`src/rtl/shift_sequencer.sv`:
```
// shift_sequencer: multicycle one-bit-per-clock shifter for SLL/SRL/SRA and
// their variable-count forms. Loads the operand and count on a legal start,
// shifts once per clock, then pulses done with the final result.
//
// Ports:
//   clk      in   1   system clock, rising edge
//   reset    in   1   asynchronous active-low reset
//   start    in   1   launch request, sampled only in IDLE
//   op       in   3   000 SLL, 001 SRL, 010 SRA, 011 SLLV, 100 SRLV, 101 SRAV
//   operand  in  32   value to shift
//   shamt    in   5   immediate shift count (ops 000-010)
//   rs_amt   in   5   register shift count (ops 011-101)
//   result   out 32   shift register contents, final while done=1
//   busy     out  1   high in any state other than IDLE
//   done     out  1   one-cycle completion pulse
//   err      out  1   one-cycle pulse for an illegal op at start
module shift_sequencer (
    input  logic        clk,
    input  logic        reset,
    input  logic        start,
    input  logic [2:0]  op,
    input  logic [31:0] operand,
    input  logic [4:0]  shamt,
    input  logic [4:0]  rs_amt,
    output logic [31:0] result,
    output logic        busy,
    output logic        done,
    output logic        err
);

    localparam int unsigned DATA_W = 32;
    localparam int unsigned CNT_W  = 5;
    localparam int unsigned OP_W   = 3;

    typedef enum logic [1:0] {
        S_IDLE  = 2'd0,
        S_SHIFT = 2'd1,
        S_DONE  = 2'd2
    } state_t;

    state_t              r_state;
    state_t              w_next_state;
    logic [DATA_W-1:0]   r_result;
    logic [CNT_W-1:0]    r_cnt;
    logic [OP_W-1:0]     r_op;
    logic                r_busy;
    logic                r_done;
    logic                r_err;

    logic                w_launch;
    logic                w_illegal;
    logic                w_op_legal;
    logic [CNT_W-1:0]    w_start_cnt;
    logic [DATA_W-1:0]   w_shifted;

    // Ops 110/111 are illegal; immediate forms take shamt, variable forms rs_amt.
    assign w_op_legal  = (op <= OP_W'(5));
    assign w_start_cnt = (op <= OP_W'(2)) ? shamt : rs_amt;

    // One-bit shift of the working register according to the latched op.
    always_comb begin
        w_shifted = r_result;
        case (r_op)
            3'd0, 3'd3: w_shifted = {r_result[DATA_W-2:0], 1'b0};
            3'd1, 3'd4: w_shifted = {1'b0, r_result[DATA_W-1:1]};
            3'd2, 3'd5: w_shifted = {r_result[DATA_W-1], r_result[DATA_W-1:1]};
            default:    w_shifted = r_result;
        endcase
    end

    // State register.
    always_ff @(posedge clk or negedge reset) begin
        if (!reset) begin
            r_state <= S_IDLE;
        end else begin
            r_state <= w_next_state;
        end
    end

    // Next-state logic and launch/illegal decode.
    always_comb begin
        w_next_state = r_state;
        w_launch     = 1'b0;
        w_illegal    = 1'b0;
        case (r_state)
            S_IDLE: begin
                if (start) begin
                    if (w_op_legal) begin
                        w_launch     = 1'b1;
                        w_next_state = (w_start_cnt != CNT_W'(0)) ? S_SHIFT : S_DONE;
                    end else begin
                        w_illegal    = 1'b1;
                    end
                end
            end
            S_SHIFT: begin
                if (r_cnt == CNT_W'(1)) begin
                    w_next_state = S_DONE;
                end
            end
            S_DONE: begin
                w_next_state = S_IDLE;
            end
            default: begin
                w_next_state = S_IDLE;
            end
        endcase
    end

    // Datapath and registered status outputs; busy/done track the next state
    // so they line up with the state register.
    always_ff @(posedge clk or negedge reset) begin
        if (!reset) begin
            r_result <= '0;
            r_cnt    <= '0;
            r_op     <= '0;
            r_busy   <= 1'b0;
            r_done   <= 1'b0;
            r_err    <= 1'b0;
        end else begin
            r_err  <= w_illegal;
            r_busy <= (w_next_state != S_IDLE);
            r_done <= (w_next_state == S_DONE);
            if (w_launch) begin
                r_result <= operand;
                r_op     <= op;
                r_cnt    <= w_start_cnt;
            end else if (r_state == S_SHIFT) begin
                r_result <= w_shifted;
                r_cnt    <= r_cnt - CNT_W'(1);
            end
        end
    end

    assign result = r_result;
    assign busy   = r_busy;
    assign done   = r_done;
    assign err    = r_err;

endmodule

```
`config.mk`:
```
export PLATFORM = sky130hd
export DESIGN_NAME = shift_sequencer
export DESIGN_NICKNAME = d
export VERILOG_FILES = /design/src/rtl/shift_sequencer.sv
export SDC_FILE = /design/constraint.sdc
export NUM_CORES = 1
export LEC_CHECK = 0
export ABC_AREA = 1
export CELL_PAD_IN_SITES_DETAIL_PLACEMENT = 2
export CELL_PAD_IN_SITES_GLOBAL_PLACEMENT = 2
export CORE_ASPECT_RATIO = 1.5
export CORE_MARGIN = 2
export CORE_UTILIZATION = 23
export CTS_CLUSTER_SIZE = 14
export DETAILED_ROUTE_END_ITERATION = 6
export PLACE_DENSITY = 0.87
export SLEW_MARGIN = 20
export SYNTH_ARGS = -nofsm -noshare
export SYNTH_HDL_FRONTEND = slang
export SYNTH_SLANG_ARGS = --single-unit
```
`constraint.sdc`:
```
create_clock -name clk -period 1.2 [get_ports clk]
set_input_delay 0.24 -clock clk [delete_from_list [all_inputs] [get_ports clk]]
set_output_delay 0.24 -clock clk [all_outputs]
set_load 0.01 [all_outputs]
```
==> results.txt <==
Status: complete, but fails checks
Violated checks: setup timing
Peak supply drop: 1.20 mV
TNS Setup: -10.82 ns
Initial antenna violation count: 0
Worst R2R Setup Slack: -0.32 ns
Clock Pin Slew Worst Setup and Hold Paths: 0.07 ns
Die width: 94.8 um
Cell area after layout: 4900 um^2
WP buf/inv: 3
Final Util: 0.408
Total CTS buffers: 5
Fraction of layout instances using a drive strength above 1: 0.319
Avg Cell Area, Syn: 6.99 um^2
Register-to-Register Path Depth: 8
Total Wirelength: 14,500 um
Hold wc startpoint: op[2]
Worst hold stages: 4
DRC: 0
Hold Crit Class: in2reg
Final GP Congestion: 0.763
Worst R2R End: result[14]
Top-Level Pins: 83
Worst Path Max Fanout: 6
Worst r2r src: r_state[1]
Clock buffer depth: 2
Grt ovf: 0
Period utilisation layout: 1.27
Fmax: 0.657 GHz
Final worst slack: -0.323 ns
CTS H-tree depth: 2
Area growth, synth to finish: 72.2%
Slowest CP cell: dfrtp_1
I/O Buffers: 82
CP Depth: 8
Drt first-iter violations: 130
GR Layer Usage met3: 0.0247
Initial Util: 0.237
Max Cap Violations: 0
Critical Path End Type: flip-flop
CORE AREA: 12,000 um^2
Measured slew at the worst slew-check pin: 0.285 ns
CTS tree: done
Synth Warn #: 0
Min Tclk post-route: 1.52 ns
Slowest stage delay, CP: 0.41 ns
P_leak: 2.53 nW
Dpl hpwl: 8400 um
Met2 GRT Util: 0.399
Synth unique cells: 26
Vias in the first global route: 3,836
First-pass GRT wire length: 20,900 um
Worst Setup Start Kind: flip-flop
Initial DRT Pass Iterations: 4
Chip height: 140 um
Antenna Cells: 0
Sequential fraction of the synthesis area: 0.396
Routed WL per cell: 20.5 um
Vias: 3,437
Die area: 13,300 um^2
Final ANT Viol Nets: 0
Met1 Use GR: 0.224
Clk root buf: clkbuf_16
Placed cell areas: 4240 um^2
# rows: 49
GRT busiest layer: met2
Clk sinks: 45
Final setup fails: 44
Critical Path RT: 1.44 ns
Pins Over Slew Limit: 0
Largest net degree at the start of global routing: 46
CP most frequent cell: nand2_1
Final hold viol count: 0
GRT Util Overall: 0.207
Setup CP Type: reg2reg
Nets@finish: 604
Syn Inst Count: 407
Vias per inst: 4.85
Syn_nets: 457
Endpoint, Worst Hold: err
Slew HR: 0.810
Area of the mapped netlist: 2850 um^2
Worst-Skew Late Latency: 0.31 ns
PwrDens: 3000 nW/um^2
Synth Register Bits: 45
RSZ-0062 raised after global routing: true
Clock skew: 0.0128 ns
Data arrival time of the worst path: 1.77 ns
CP Cell Sequence: nor2_4 > nand3_4 > buf_12 > buf_4 > clkbuf_16 > nand3_1 > nand2_1 > nand2_1
Worst path top cell family by delay: simple AND/OR/NAND/NOR gates
## worst max-delay path by stage
stage | startpoint | endpoint
floorplan | r_state[0] | result[20]
global placement | op[1] | done
detailed placement | op[1] | r_state[0]
CTS | r_state[0] | result[1]
global route | r_state[1] | result[14]
finish | r_state[1] | result[14]
## layout by cell type (no fill, tap or decap), types with 8 or more instances in the layout
| cell type | synthesis | final |
|---|---|---|
| inv_1 | 45 | 40 |
| dfrtp_1 | 45 | 45 |
| nand2_1 | 159 | 143 |
| clkbuf_16 | 0 | 8 |
| nand2_2 | 2 | 13 |
| clkbuf_2 | 0 | 17 |
| nand3_1 | 71 | 66 |
| clkdlybuf4s15_1 | 0 | 17 |
| clkdlybuf4s50_1 | 0 | 44 |
| buf_4 | 4 | 60 |
| o21ai_2 | 20 | 25 |
## flip-flops by register name (all words and copies together) (netlist names)
signal / cells
busy: 1
done: 1
err: 1
r_cnt: 5
r_op: 3
r_state: 2
result: 32
## cells by family after synthesis
logic type	Yosys count	synth area share
flops	45	0.396
xor+xnor	2	0.00616
simple gates	244	0.366
compound gates	42	0.105
buf+inv	72	0.118
fa+ha+maj	2	0.00879
## per-stage QoR
step	hold slack (ns)	power [W]	worst slack (ns)	instances
after floorplan	-0.0556	0.00734	-0.0263	407
after global placement	0.245	0.0108	-0.598	680
after detailed placement	0.254	0.0114	-0.752	680
after CTS	0.377	0.0137	-0.282	699
after global routing	0.374	0.0158	-0.370	708
final	0.359	0.0147	-0.323	708
## worst reg2reg max path, cell delays in order, from the launching register on
cell,delay [ns]
dfrtp_1,0.41
nor2_4,0.16
nand3_4,0.14
buf_12,0.18
buf_4,0.16
clkbuf_16,0.16
nand3_1,0.09
nand2_1,0.08
nand2_1,0.08
## report_power, final
part,total (W),switching (W),internal [W]
clock,0.00173,0.000689,0.00104
sequential,0.00277,0.000528,0.00224
combinational,0.0102,0.00576,0.00443
total,0.0147,0.00698,0.00772
## cell type report
cell class | count | area, um^2
inverters | 49 | 190
multi-input cells | 290 | 1610
clock inverters | 1 | 30.0
fillers | 1375 | 7120
repair buffers | 163 | 1610
clock buffers | 7 | 143
flip-flops and latches | 45 | 1130
well taps | 153 | 191
## synthesized netlist by cell type
| library cell | number | area [um^2] |
|---|---|---|
| nand4_1 | 3 | 18.8 |
| o211ai_1 | 3 | 22.5 |
| ha_1 | 2 | 25.0 |
| o21ai_2 | 20 | 175 |
| nand3b_1 | 2 | 15.0 |
| o221ai_1 | 1 | 8.76 |
| nand2_2 | 2 | 12.5 |
| xnor2_1 | 1 | 8.76 |
| nand3_2 | 1 | 10.0 |
| inv_1 | 45 | 169 |
| a21oi_1 | 2 | 10.0 |
| dfrtp_1 | 45 | 1130 |
| o21ai_1 | 11 | 55.1 |
| nand2_1 | 159 | 597 |
| buf_4 | 4 | 30.0 |
| inv_2 | 4 | 15.0 |
| clkbuf_1 | 3 | 11.3 |
| o21bai_1 | 1 | 7.51 |
| buf_6 | 5 | 56.3 |
| nand3_1 | 71 | 355 |
| buf_2 | 11 | 55.1 |
| nor2_1 | 4 | 15.0 |
| nand3b_2 | 1 | 11.3 |
| nor2_2 | 1 | 6.26 |
| xor2_1 | 1 | 8.76 |
| o21ai_0 | 4 | 20.0 |
## per-layer routing
layer,up-vias,routed length [um]
met1,1746,5350
li1,1580,-
met4,0,425
met3,26,451
met2,85,8260
met5,-,0
## what timing repair did
action / in CTS / in global routing
gates cloned: 4 / 5
hold endpoints to repair: 45 / 0
hold buffers: 1 / 0
pin swaps: 8 / 6
setup buffers: 6 / 4
gates resized for setup: 103 / 60
setup endpoints to repair: 79 / 66
Power figures use the tool's default switching activity.
